===== src/rtl/coef_group_sched_if.sv =====
// Coefficient-in / group-out handshake bundle for the coefficient group sequencer.
// slave is the sequencer side; master is the upstream/downstream side.
interface coef_group_sched_if #(
    parameter int IWID  = 12,
    parameter int GROUP = 4
);
    logic                  in_valid;
    logic [IWID-1:0]       in_data;
    logic                  in_ready;
    logic                  out_valid;
    logic [IWID*GROUP-1:0] out_data;
    logic                  out_ready;
    logic                  out_last;

    modport master (
        output in_valid, in_data, out_ready,
        input  in_ready, out_valid, out_data, out_last
    );

    modport slave (
        input  in_valid, in_data, out_ready,
        output in_ready, out_valid, out_data, out_last
    );
endinterface


===== src/rtl/coef_group_sched.sv =====
// Serial-in / parallel-out coefficient sequencer: packs GROUP coefficients per output word
// and frames NCOEF coefficients per start command, flagging the last group and pulsing done.
//
// state  | meaning
// IDLE   | waiting for start; no traffic accepted or offered
// FILL   | accepting coefficients into the window
// HOLD   | presenting a completed group until the downstream handshake
// DONE   | one-cycle done pulse after the final group, then back to IDLE
module coef_group_sched #(
    parameter int IWID  = 12,
    parameter int GROUP = 4,
    parameter int NCOEF = 256
) (
    input  logic              clk,
    input  logic              rst,
    input  logic              start,
    coef_group_sched_if.slave bus,
    output logic              busy,
    output logic              done
);
    localparam int NGRP = NCOEF / GROUP;
    localparam int GCW  = (NGRP > 1) ? $clog2(NGRP) : 1;
    localparam int LCW  = $clog2(GROUP);
    localparam int W    = IWID * GROUP;

    localparam logic [LCW-1:0] LANE_MAX = LCW'(GROUP - 1);
    localparam logic [GCW-1:0] GRP_MAX  = GCW'(NGRP - 1);

    typedef enum logic [1:0] {
        S_IDLE = 2'd0,
        S_FILL = 2'd1,
        S_HOLD = 2'd2,
        S_DONE = 2'd3
    } state_t;

    state_t         state_q, state_d;
    logic [LCW-1:0] lane_cnt_q, lane_cnt_d;
    logic [GCW-1:0] grp_cnt_q, grp_cnt_d;
    logic [W-1:0]   window_q, window_d;

    logic accept;
    logic out_hs;
    logic last_grp;

    assign accept   = (state_q == S_FILL) && bus.in_valid;
    assign out_hs   = (state_q == S_HOLD) && bus.out_ready;
    assign last_grp = (grp_cnt_q == GRP_MAX);

    always_ff @(posedge clk) begin
        if (rst) begin
            state_q    <= S_IDLE;
            lane_cnt_q <= '0;
            grp_cnt_q  <= '0;
            window_q   <= '0;
        end else begin
            state_q    <= state_d;
            lane_cnt_q <= lane_cnt_d;
            grp_cnt_q  <= grp_cnt_d;
            window_q   <= window_d;
        end
    end

    always_comb begin
        state_d    = state_q;
        lane_cnt_d = lane_cnt_q;
        grp_cnt_d  = grp_cnt_q;
        window_d   = window_q;
        case (state_q)
            S_IDLE: begin
                if (start) begin
                    state_d    = S_FILL;
                    lane_cnt_d = '0;
                    grp_cnt_d  = '0;
                end
            end
            S_FILL: begin
                if (accept) begin
                    // newest coefficient enters the top lane so lane 0 ends up holding the oldest
                    window_d = {bus.in_data, window_q[W-1:IWID]};
                    if (lane_cnt_q == LANE_MAX) begin
                        lane_cnt_d = '0;
                        state_d    = S_HOLD;
                    end else begin
                        lane_cnt_d = lane_cnt_q + LCW'(1);
                    end
                end
            end
            S_HOLD: begin
                if (out_hs) begin
                    if (last_grp) begin
                        state_d = S_DONE;
                    end else begin
                        grp_cnt_d = grp_cnt_q + GCW'(1);
                        state_d   = S_FILL;
                    end
                end
            end
            S_DONE: begin
                state_d = S_IDLE;
            end
            default: begin
                state_d = S_IDLE;
            end
        endcase
    end

    assign bus.in_ready  = (state_q == S_FILL);
    assign bus.out_valid = (state_q == S_HOLD);
    assign bus.out_data  = window_q;
    assign bus.out_last  = (state_q == S_HOLD) && last_grp;
    assign busy          = (state_q == S_FILL) || (state_q == S_HOLD);
    assign done          = (state_q == S_DONE);
endmodule


===== src/flat_wrapper.sv =====
// flat-port wrapper written by rule: the top's interface ports become plain ports
module coef_group_sched_flat 
#(
    parameter int IWID  = 12,
    parameter int GROUP = 4,
    parameter int NCOEF = 256
)
  (clk, rst, start, busy, done, bus_in_valid, bus_in_data, bus_out_ready, bus_in_ready, bus_out_valid, bus_out_data, bus_out_last);
  coef_group_sched_if #(.IWID(IWID), .GROUP(GROUP)) bus_i ();
  input  logic clk;
  input  logic rst;
  input  logic start;
  output logic busy;
  output logic done;
  input wire logic [$bits(bus_i.in_valid)-1:0] bus_in_valid;
  input wire logic [$bits(bus_i.in_data)-1:0] bus_in_data;
  input wire logic [$bits(bus_i.out_ready)-1:0] bus_out_ready;
  output wire logic [$bits(bus_i.in_ready)-1:0] bus_in_ready;
  output wire logic [$bits(bus_i.out_valid)-1:0] bus_out_valid;
  output wire logic [$bits(bus_i.out_data)-1:0] bus_out_data;
  output wire logic [$bits(bus_i.out_last)-1:0] bus_out_last;
  assign bus_i.in_valid = bus_in_valid;
  assign bus_i.in_data = bus_in_data;
  assign bus_i.out_ready = bus_out_ready;
  assign bus_in_ready = bus_i.in_ready;
  assign bus_out_valid = bus_i.out_valid;
  assign bus_out_data = bus_i.out_data;
  assign bus_out_last = bus_i.out_last;
  coef_group_sched #(.IWID(IWID), .GROUP(GROUP), .NCOEF(NCOEF)) u_core (.clk(clk), .rst(rst), .start(start), .bus(bus_i), .busy(busy), .done(done));
endmodule

===== config.mk =====
export PLATFORM = sky130hd
export DESIGN_NAME = coef_group_sched_flat
export DESIGN_NICKNAME = d
export VERILOG_FILES = /design/src/rtl/coef_group_sched_if.sv /design/src/rtl/coef_group_sched.sv /design/src/flat_wrapper.sv
export SDC_FILE = /design/constraint.sdc
export NUM_CORES = 1
export LEC_CHECK = 0
export CORE_MARGIN = 1.5
export CORE_UTILIZATION = 50
export CTS_CLUSTER_DIAMETER = 150
export DETAILED_ROUTE_END_ITERATION = 12
export GPL_TIMING_DRIVEN = 0
export PLACE_DENSITY = 0.85
export SLEW_MARGIN = 10
export SYNTH_ARGS = -nofsm -noshare
export SYNTH_HDL_FRONTEND = slang
export SYNTH_SLANG_ARGS = --single-unit

===== constraint.sdc =====
create_clock -name clk -period 3.8 [get_ports clk]
set_clock_uncertainty 0.2 [all_clocks]
set_input_delay 0.38 -clock clk [delete_from_list [all_inputs] [get_ports clk]]
set_output_delay 0.38 -clock clk [all_outputs]
set_load 0.05 [all_outputs]

# Word-level counts from Yosys, hierarchy flattened
# Index checks and enable logic that the tools add are counted.
[op_classes]
addsub = 2
n_eq_ne = 10
mux = 14
n_reduce_logical = 11
[op_table]
columns = ["cell", "n"]
rows = [
  ["$mux 6", 3],
  ["$mux 2", 8],
  ["$pmux 6 s2", 1],
  ["$pmux 2 s4", 1],
  ["$reduce_and 4->1", 2],
  ["$add 6x1->6 const B", 1],
  ["$eq 2x2->1 const B", 3],
  ["$eq 6x6->1 const B", 1],
  ["$ne 2x1->1 const B", 3],
  ["$ne 2x2->1 const B", 2],
  ["$pmux 2 s2", 1],
  ["$reduce_bool 2->1", 2],
  ["$logic_and 1x1->1", 3],
  ["$reduce_and 3->1", 1],
  ["$add 2x1->2 const B", 1],
  ["$eq 2x1->1 const B", 1],
  ["$logic_not 2->1", 1],
  ["$reduce_and 2->1", 1],
  ["$logic_or 1x1->1", 1],
]
[totals]
ff_bits = 58
output_inout_bits = 53

# Logic depth before layout (Yosys ltp)
# Gate-level depths: netlist (run 1).
[depth]
depth_word = 4
mapped_depth = 8
depth_no_buf = 7

# Least setup slack after synthesis (run 1)
# No wires, ideal clock.
[synth_path]
path_kind = "register -> register"
from = "register u_core.state_q[0]"
to = "register u_core.grp_cnt_q[2]"
setup_time_ns = 0.091
t_arrival_ns = 2.067
t_required_ns = 3.509
slack_ns = 1.442
path_stages_with_launch = 9
period_less_slack_ns = 2.358
cell_sequence = "dfxtp_1 > inv_1 > ha_1 > buf_6 > nand3_1 > or2_2 > inv_2 > nor2_1 > a311oi_1"
[synth_via]
elab_chain_len = 4
[synth_lines]
columns = ["element", "line", "text"]
rows = [
  ["from (decl)", "coef_group_sched.sv:36", "state_t state_q, state_d;"],
  ["from (signal assigned)", "coef_group_sched.sv:56", "state_q <= state_d;"],
  ["$eq 2x2->1 *", "n/a", ""],
  ["via bus_out_valid", "flat_wrapper.sv:19", "output wire logic [$bits(bus_i.out_valid)-1:0] bus_out_valid;"],
  ["$logic_and 1x1->1", "coef_group_sched.sv:46", "assign out_hs = (state_q == S_HOLD) && bus.out_ready;"],
  ["$ne 2x1->1 (no line)", "n/a", ""],
  ["$reduce_and 4->1 (no line)", "n/a", ""],
  ["to (signal assigned)", "coef_group_sched.sv:58", "grp_cnt_q <= grp_cnt_d;"],
  ["to (decl)", "coef_group_sched.sv:38", "logic [GCW-1:0] grp_cnt_q, grp_cnt_d;"],
]
# Mark *: on every way through the listed nets, which the timed path passes. The rest lies on a longest branch.
# A chain may end at the register's enable or synchronous reset.

# Worst setup path after layout (run 1)
[layout_path]
from = "register u_core.state_q[0]"
to = "output port bus_out_last"
[layout_via]
elab_chain_len = 2
[layout_lines]
columns = ["element", "line", "text"]
rows = [
  ["$eq 2x2->1", "coef_group_sched.sv:110", "assign bus.out_last = (state_q == S_HOLD) && last_grp;"],
  ["$logic_and 1x1->1", "coef_group_sched.sv:110", ""],
  ["to (decl)", "flat_wrapper.sv:21", "output wire logic [$bits(bus_i.out_last)-1:0] bus_out_last;"],
]
# No other way between the ends.

==> results of run 1 <==
-- registers in the layout, indices dropped and copies added, names as in the netlist --
register / cells
u_core.bus.out_data: 48
u_core.grp_cnt_q: 6
u_core.lane_cnt_q: 2
u_core.state_q: 2
-- report_power, final --
part,switching (W),internal [W]
Clock,0.000227,0.000301
Combinational,0.000376,0.000201
Sequential,0.0000346,0.000642
-- per-stage QoR --
stage          instances  utilization, %  hold slack, ns
3_3_place_gp         402           69.38          0.2411
4_1_cts              418           73.46          0.2539
5_1_grt              418           73.46          0.2791
2_1_floorplan        281               -          0.2534
6_report             418           73.46          0.2519
3_5_place_dp         402           69.38          0.2457
-- per-layer routing --
metal,track usage (%),routed length (um),vias to the layer above
li1,-,-,1095
met2,37.00,2706,80
met5,0,0,-
met3,5.698,317,7
met1,27.46,2436,997
met4,13.63,110,0
-- synth_stat cells (3+ instances only) --
library cell | instances | area share, %
inv_1 | 4 | 0.66
ha_1 | 8 | 4.4
nand2_1 | 100 | 16
nor2b_1 | 3 | 0.82
clkbuf_1 | 10 | 1.6
dfxtp_1 | 58 | 51
o311ai_1 | 3 | 1.1
nand3_1 | 4 | 0.88
nor2_1 | 8 | 1.3
a21oi_1 | 53 | 12
buf_2 | 4 | 0.88
-- logic make-up (layout without fill, tap and decap cells) --
kind of cell | after synthesis | after routing
mux | 2 | 2
simple gates | 124 | 124
fa+ha+maj | 8 | 8
flops | 58 | 58
compound gates | 67 | 67
buf+inv | 22 | 107
-- worst max-delay path: stages, from the launching register on --
cell and delay (ns):
dfxtp_1 0.37, inv_1 0.13, ha_1 0.19, buf_6 0.14, nand3_1 0.08, or2_2 0.33, inv_2 0.12, clkdlybuf4s50_1 0.81
-- cell type report --
class,count,area [um^2]
fillers,354,1164
multi-input cells,201,1030
repair buffers,69,690.7
plain buffers,17,76.32
inverters,5,18.77
flip-flops and latches,58,1161
clock inverters,3,40.04
well taps,52,65.06
clock buffers,13,138.9
-- final timing paths --
check,startpoint,endpoint,slack (ns),cells past startpoint
max,u_core.state_q[0],bus_out_last,0.73,7
min,u_core.bus.out_data[1],u_core.bus.out_data[1],0.25,2
max reg2reg,u_core.state_q[0],u_core.grp_cnt_q[3],1.62,7
min reg2reg,u_core.bus.out_data[1],u_core.bus.out_data[1],0.25,2
==> results.yml, run 1 <==
clocking:
  cts.htree.levels: 3
  cts_tree: "built"
  cts_sinks: 58
  clockBufferDepth: 2
  clk_pin_slew_worst_paths_ns: 0.06
  clk_latency_ns: 0.33
  cts_resized: 0
  post-cts-setup-buffer-count: 0
  hold_buffers: 0
  cts_root_buffer: "clkbuf_8"
  cts_made_buffers: 9
placement:
  dpl-instance-area_mm2: 0.003042
  dp_hpwl_um: 4020
  gp_congestion: 0.7943
  port_buffers: 69
  pre_cts_ws_ns: 1.083
drt:
  drt_iter0_markers: 118
  routed_via_density: 5.213
  drcViolationCount: 0
  drt-wirelength-per-cell_um: 13.33
  vias: 2179
  routed_wl_um: 5571
  dr.pass1.iters: 4
  ant_nets: 0
synthesis:
  syn_area_mm2: 0.002286
  synth_edf_count: 0
  synthAdderAreaFrac_pct: 4.379
  synth_xor_xnor_area_share_pct: 0
  synth_seq_cells: 58
  synthArstFlopShare_pct: 0
  synth-main-ff-cell: "dfxtp_1"
  syn_area_per_cell_um2: 8.135
  synthMuxAreaShare_pct: 0.8758
  synth_top_family_by_area: "simple AND/OR/NAND/NOR gates"
  syn_inst: 281
  synth-simple-area-share_pct: 22.66
  synth_compound_area_share_pct: 17.13
  syn_nets: 306
  synth_seq_area_share_pct: 50.79
  yosysUniqueCellTypes: 30
  yosysWarnings: 0
run_status:
  status: "complete, no violations"
critical_path:
  critical_path_class: "reg2out"
  end_kind: "output pin"
  worstPathMaxFanout: 10
  crit_required_ns: 3.22
  crit_arrival_ns: 2.49
  crit_path_start_kind: "flip-flop"
timing:
  max_freq_ghz: 0.3259
  tns_ns: 0
  finalSetupViolCount: 0
  finalHoldViolCount: 0
  worst_slew_pin_slew_ns: 0.5225
  finalCritPeriodShare_pct: 80.75
  timing.slew.headroom_pct: 65.06
  period_needed_ns: 3.068
  rsz0062_at_grt: "no"
  finalWorstSetupSlack_ns: 0.7315
  slew_viol_final: 0
hold_path:
  hold_class: "reg2reg"
grt:
  grt_overflow: 0
  grt_pass1_wl_um: 8976
  grt_max_degree: 11
  grt_pass1_vias: 2011
  grt_usage_pct: 22.82
  antenna_found_initial: 0
floorplan:
  initial_core_util_pct: 52.14
  die_w_um: 70.62
  die_area_mm2: 0.004986
  io_pins: 70
  num_rows: 24
  die_y_um: 70.62
  core_area_mm2: 0.004384
cells_and_area:
  drive_gt1_share_pct: 6.557
  post-route-cell-area_mm2: 0.003221
  antenna_cells: 0
  syn_to_final_growth_pct: 40.89
  final_cell_mix: "nand2_1, clkdlybuf4s50_1, dfxtp_1"
  final_nets: 386
  mostFrequentLayoutCell: "nand2_1"
pwr:
  leakagePower_nw: 1.114
  finalPower_w: 0.001783
  p_per_area_mw_per_mm2: 553.7
  vdd_drop_max_mv: 0.3027
run:
  max_cap_viol_count: 0
Note: power is estimated with default switching activity, not from simulation.
==> run 2, diff against run 1 <==
--- a/config.mk
+++ b/config.mk
@@ -6,11 +6,11 @@
 export NUM_CORES = 1
 export LEC_CHECK = 0
 export CORE_MARGIN = 1.5
-export CORE_UTILIZATION = 50
+export CORE_UTILIZATION = 42
 export CTS_CLUSTER_DIAMETER = 150
 export DETAILED_ROUTE_END_ITERATION = 12
 export GPL_TIMING_DRIVEN = 0
-export PLACE_DENSITY = 0.85
+export PLACE_DENSITY = 0.76
 export SLEW_MARGIN = 10
 export SYNTH_ARGS = -nofsm -noshare
 export SYNTH_HDL_FRONTEND = slang
==> constraint.sdc (replaced) <==
create_clock -name clk -period 2.5 [get_ports clk]
set_clock_uncertainty 0.2 [all_clocks]
set_input_delay 0.25 -clock clk [delete_from_list [all_inputs] [get_ports clk]]
set_output_delay 0.25 -clock clk [all_outputs]
set_load 0.05 [all_outputs]
==> results.yml, run 2 (same netlist as run 1, synthesis figures left out) <==
run_status:
  status: "complete, no violations"
cells_and_area:
  final_cell_mix: "nand2_1, clkdlybuf4s50_1, dfxtp_1"
  mostFrequentLayoutCell: "nand2_1"
  final_nets: 386
  largest_register_ffs: 48
  nFillCells: 461
  drive_gt1_share_pct: 7.650
  finalNonFillerCells: 436
  syn_to_final_growth_pct: 41.54
  post-route-cell-area_mm2: 0.003236
  antenna_cells: 0
  final_util_pct: 62.55
timing:
  slew_viol_final: 0
  rsz0062_at_grt: "no"
  tns_ns: 0
  finalHoldViolCount: 0
  period_needed_ns: 2.408
  finalCritPeriodShare_pct: 96.33
  timing.slew.headroom_pct: 64.43
  finalSetupViolCount: 0
  max_freq_ghz: 0.4152
  worst_slew_pin_slew_ns: 0.5320
floorplan:
  io_pins: 70
  core_area_mm2: 0.005172
  die_w_um: 76.78
  initial_core_util_pct: 44.19
  die_y_um: 76.78
  die_area_mm2: 0.005894
  num_rows: 26
drt:
  routed_wl_um: 5658
  drt_iter0_markers: 92
  ant_nets: 0
  dr.pass1.iters: 4
  vias: 2146
  routed_via_density: 4.922
  drt-wirelength-per-cell_um: 12.98
  drcViolationCount: 0
clocking:
  cts.htree.levels: 3
  cts_tree: "built"
  clk_pin_slew_worst_paths_ns: 0.06
  clk_latency_ns: 0.33
  clockBufferDepth: 2
  cts_made_buffers: 9
  cts_root_buffer: "clkbuf_8"
  cts_sinks: 58
placement:
  dpl-instance-area_mm2: 0.003064
  port_buffers: 69
  dp_hpwl_um: 3997
  dp.cells: 420
  gp_congestion: 0.8588
run:
  max_cap_viol_count: 0
grt:
  gr-usage-met3_pct: 4.762
  grt_pass1_vias: 2012
  grt_usage_pct: 20.14
  met2_usage_pct: 32.39
  grt_util_met1_pct: 24.33
  antenna_found_initial: 0
  grt_overflow: 0
  top_usage_layer: "met2"
  grt_pass1_wl_um: 9349
  grt_max_degree: 11
critical_path:
  crit_path_cell_trace: "inv_1, ha_1, buf_6, nand3_1, or2_2, inv_2, clkbuf_4"
  timing.rr.start: "u_core.state_q[0]"
  critical_path_class: "reg2out"
  slowest_delay_ns: 0.38
  crit_arrival_ns: 1.96
  crit_path_start_kind: "flip-flop"
  crit_required_ns: 2.05
  rr_worst_depth: 7
  end_kind: "output pin"
  reg2reg_to: "u_core.grp_cnt_q[3]"
  path_delay_family: "buffers and inverters"
  path_buf_inv: 4
  cp_slowest_cell: "dfxtp_1"
  timing.reg2reg.setup_slack_ns: 0.26
  worstPathMaxFanout: 10
hold_path:
  holdPathStages: 2
  hp-start: "u_core.bus.out_data[4]"
  hold_end: "u_core.bus.out_data[4]"
  hold_class: "reg2reg"
pwr:
  vdd_drop_max_mv: 0.3944
  leakagePower_nw: 1.122
  p_per_area_mw_per_mm2: 823.8
-- run 2: worst reg2reg max path: stages (launching register included) --
cell,delay [ns]
dfxtp_1,0.46
inv_1,0.13
ha_1,0.24
buf_6,0.15
nor2b_4,0.14
or3_4,0.41
o311ai_1,0.28
o41ai_1,0.11
-- run 2: power by group --
part | switching, W | internal [W] | leakage [nW]
sequential | 0.0000551 | 0.000976 | 0.468
combinational | 0.000586 | 0.000304 | 0.569
clock | 0.000364 | 0.000381 | 0.0851
total | 0.00100 | 0.00166 | 1.12
-- run 2: final cells by class --
| class | instances | area, um^2 | area share [%] |
|---|---|---|---|
| inverters | 5 | 18.77 | 0.5800 |
| well taps | 70 | 87.58 | 2.707 |
| repair buffers | 69 | 690.7 | 21.35 |
| multi-input cells | 201 | 1030 | 31.83 |
| clock buffers | 11 | 141.4 | 4.370 |
| plain buffers | 17 | 76.32 | 2.359 |
| clock inverters | 5 | 30.03 | 0.9281 |
| flip-flops and latches | 58 | 1161 | 35.89 |
-- run 2: how the worst max path moves through the flow --
stage / startpoint / end / slack (ns) / cells past startpoint
2_1_floorplan: u_core.state_q[0] / u_core.grp_cnt_q[2] / 0.14 / 8
3_3_place_gp: u_core.state_q[0] / bus_out_last / -0.07 / 7
3_5_place_dp: u_core.state_q[0] / bus_out_last / -0.1 / 7
4_1_cts: u_core.state_q[0] / busy / 0.04 / 3
5_1_grt: u_core.state_q[0] / bus_out_last / 0.01 / 7
6_report: u_core.state_q[0] / bus_out_last / 0.09 / 7
-- run 2: metrics by stage --
stage          setup slack [ns]  hold slack (ns)  total power, W
2_1_floorplan            0.1422           0.1860        0.001679
3_3_place_gp           -0.06917           0.2415        0.001909
3_5_place_dp           -0.09597           0.2464        0.001923
4_1_cts                 0.03798           0.2469        0.002676
5_1_grt                 0.01002           0.2707        0.002784
6_report                0.09178           0.2534        0.002665
-- run 2: routing by layer --
| metal | up-vias | routed length, um |
|---|---|---|
| li1 | 1090 | - |
| met1 | 978 | 2654 |
| met2 | 64 | 2618 |
| met3 | 14 | 243 |
| met4 | 0 | 142 |
| met5 | - | 0 |
-- run 2: repair_timing --
action	in CTS	in global routing
endpoints found under the hold margin	0	0
pin swaps	0	0
setup endpoints to repair	1	2
hold buffers	0	0
gates cloned	0	0
setup buffers	0	0
resized for setup	5	2
==> run 3, diff against run 2 <==
--- a/config.mk
+++ b/config.mk
@@ -5,12 +5,11 @@
 export SDC_FILE = /design/constraint.sdc
 export NUM_CORES = 1
 export LEC_CHECK = 0
-export CORE_MARGIN = 1.5
-export CORE_UTILIZATION = 42
+export CORE_UTILIZATION = 35
 export CTS_CLUSTER_DIAMETER = 150
 export DETAILED_ROUTE_END_ITERATION = 12
 export GPL_TIMING_DRIVEN = 0
-export PLACE_DENSITY = 0.76
+export PLACE_DENSITY = 0.63
 export SLEW_MARGIN = 10
 export SYNTH_ARGS = -nofsm -noshare
 export SYNTH_HDL_FRONTEND = slang
==> constraint.sdc (replaced) <==
create_clock -name clk -period 2.97 [get_ports clk]
set_clock_uncertainty 0.2 [all_clocks]
set_input_delay 0.297 -clock clk [delete_from_list [all_inputs] [get_ports clk]]
set_output_delay 0.297 -clock clk [all_outputs]
set_load 0.05 [all_outputs]
==> results.yml, run 3 (same netlist as run 1, synthesis figures left out) <==
run_status:
  status: "complete, no violations"
critical_path:
  critical_path_class: "reg2out"
  crit_arrival_ns: 2.20
  worstPathMaxFanout: 10
  rr_worst_depth: 6
  end_kind: "output pin"
  crit_required_ns: 2.47
  slowest_delay_ns: 0.53
  crit_path_start_kind: "flip-flop"
  cp_slowest_cell: "dlygate4sd2_1"
  crit_path_cell_trace: "inv_1, ha_1, buf_6, nand3_1, or2_2, inv_2, dlygate4sd2_1"
placement:
  dp_hpwl_um: 4013
  gp_congestion: 0.8470
  dp.cells: 427
  port_buffers: 69
grt:
  grt_pass1_wl_um: 8838
  grt_usage_pct: 16.19
  grt_max_degree: 11
  grt_overflow: 0
  grt_pass1_vias: 1847
  antenna_found_initial: 0
floorplan:
  die_y_um: 82.82
  die_area_mm2: 0.006858
  io_pins: 70
  initial_core_util_pct: 36.21
  num_rows: 29
  core_area_mm2: 0.006314
  die_w_um: 82.82
cells_and_area:
  drive_gt1_share_pct: 6.849
  finalNonFillerCells: 442
  antenna_cells: 0
  largest_register_ffs: 48
  nFillCells: 641
  syn_to_final_growth_pct: 43.95
  final_nets: 386
  mostFrequentLayoutCell: "nand2_1"
  final_util_pct: 52.12
  final_cell_mix: "nand2_1, clkdlybuf4s50_1, dfxtp_1"
timing:
  period_needed_ns: 2.698
  rsz0062_at_grt: "no"
  holdWs_ns: 0.2551
  tns_ns: 0
  slew_viol_final: 0
  timing.slew.headroom_pct: 65.11
  finalHoldViolCount: 0
  finalCritPeriodShare_pct: 90.85
  worst_slew_pin_slew_ns: 0.5217
  finalSetupViolCount: 0
  max_freq_ghz: 0.3706
hold_path:
  holdPathStages: 2
  hold_class: "reg2reg"
clocking:
  cts_made_buffers: 9
  cts.htree.levels: 3
  clockBufferDepth: 2
  cts_tree: "built"
  clk_pin_slew_worst_paths_ns: 0.06
  cts_root_buffer: "clkbuf_8"
  cts_sinks: 58
  clk_latency_ns: 0.32
  hold_buffers: 0
drt:
  drt-wirelength-per-cell_um: 12.34
  drt_iter0_markers: 41
  drcViolationCount: 0
  ant_nets: 0
  dr.pass1.iters: 4
  routed_wl_um: 5454
  routed_via_density: 4.681
  vias: 2069
pwr:
  p_per_area_mw_per_mm2: 728.4
  vdd_drop_max_mv: 0.3203
  finalPower_w: 0.002397
  leakagePower_nw: 1.137
run:
  max_cap_viol_count: 0
-- run 3: worst paths after layout --
path	from	to	slack, ns
worst min-delay path	u_core.bus.out_data[4]	u_core.bus.out_data[4]	0.26
worst max-delay path	u_core.state_q[0]	bus_out_last	0.27
worst min register to register	u_core.bus.out_data[4]	u_core.bus.out_data[4]	0.26
worst max register to register	u_core.state_q[0]	u_core.grp_cnt_q[3]	0.74
-- run 3: critical path: cells and delay by family (launching register included) --
kind | cells | cell delay (ns)
buf+inv | 4 | 0.91
fa+ha+maj | 1 | 0.19
flops | 1 | 0.37
simple gates | 2 | 0.40
-- run 3: timing repair --
| item | CTS | global route |
|---|---|---|
| buffers inserted | 0 | 0 |
| resized for setup | 1 | 0 |
| endpoints found under the setup margin | 1 | 0 |
-- run 3: layout make-up --
cell class,count,area (um^2),share of cell area [%]
clock buffer,13,158.9,4.829
buffer,17,76.32,2.319
clock inverter,2,60.06,1.825
timing repair buffer,69,689.4,20.95
multi-input combinational,201,1030,31.29
inverter,5,18.77,0.5703
sequential,58,1161,35.29
tap,77,96.34,2.928
-- run 3: layer usage --
| layer | global-route usage (%) | wire, um |
|---|---|---|
| met2 | 24.96 | 2579 |
| met1 | 20.83 | 2586 |
| met5 | 0 | 0 |
| met3 | 6.262 | 288 |
| met4 | 5.172 | 0 |
-- run 3: power by group --
part,total [W],switching (W),internal (W)
Combinational,0.000736,0.000479,0.000257
Sequential,0.000866,0.0000437,0.000822
Clock,0.000795,0.000281,0.000514
-- run 3: metrics by stage --
step / worst slack, ns / instance area (um^2)
floorplan: 0.6122 / 2286
detailed placement: 0.3395 / 3073
finish: 0.2719 / 3291
global route: 0.1373 / 3291
CTS: 0.2389 / 3291
global placement: 0.3370 / 3073
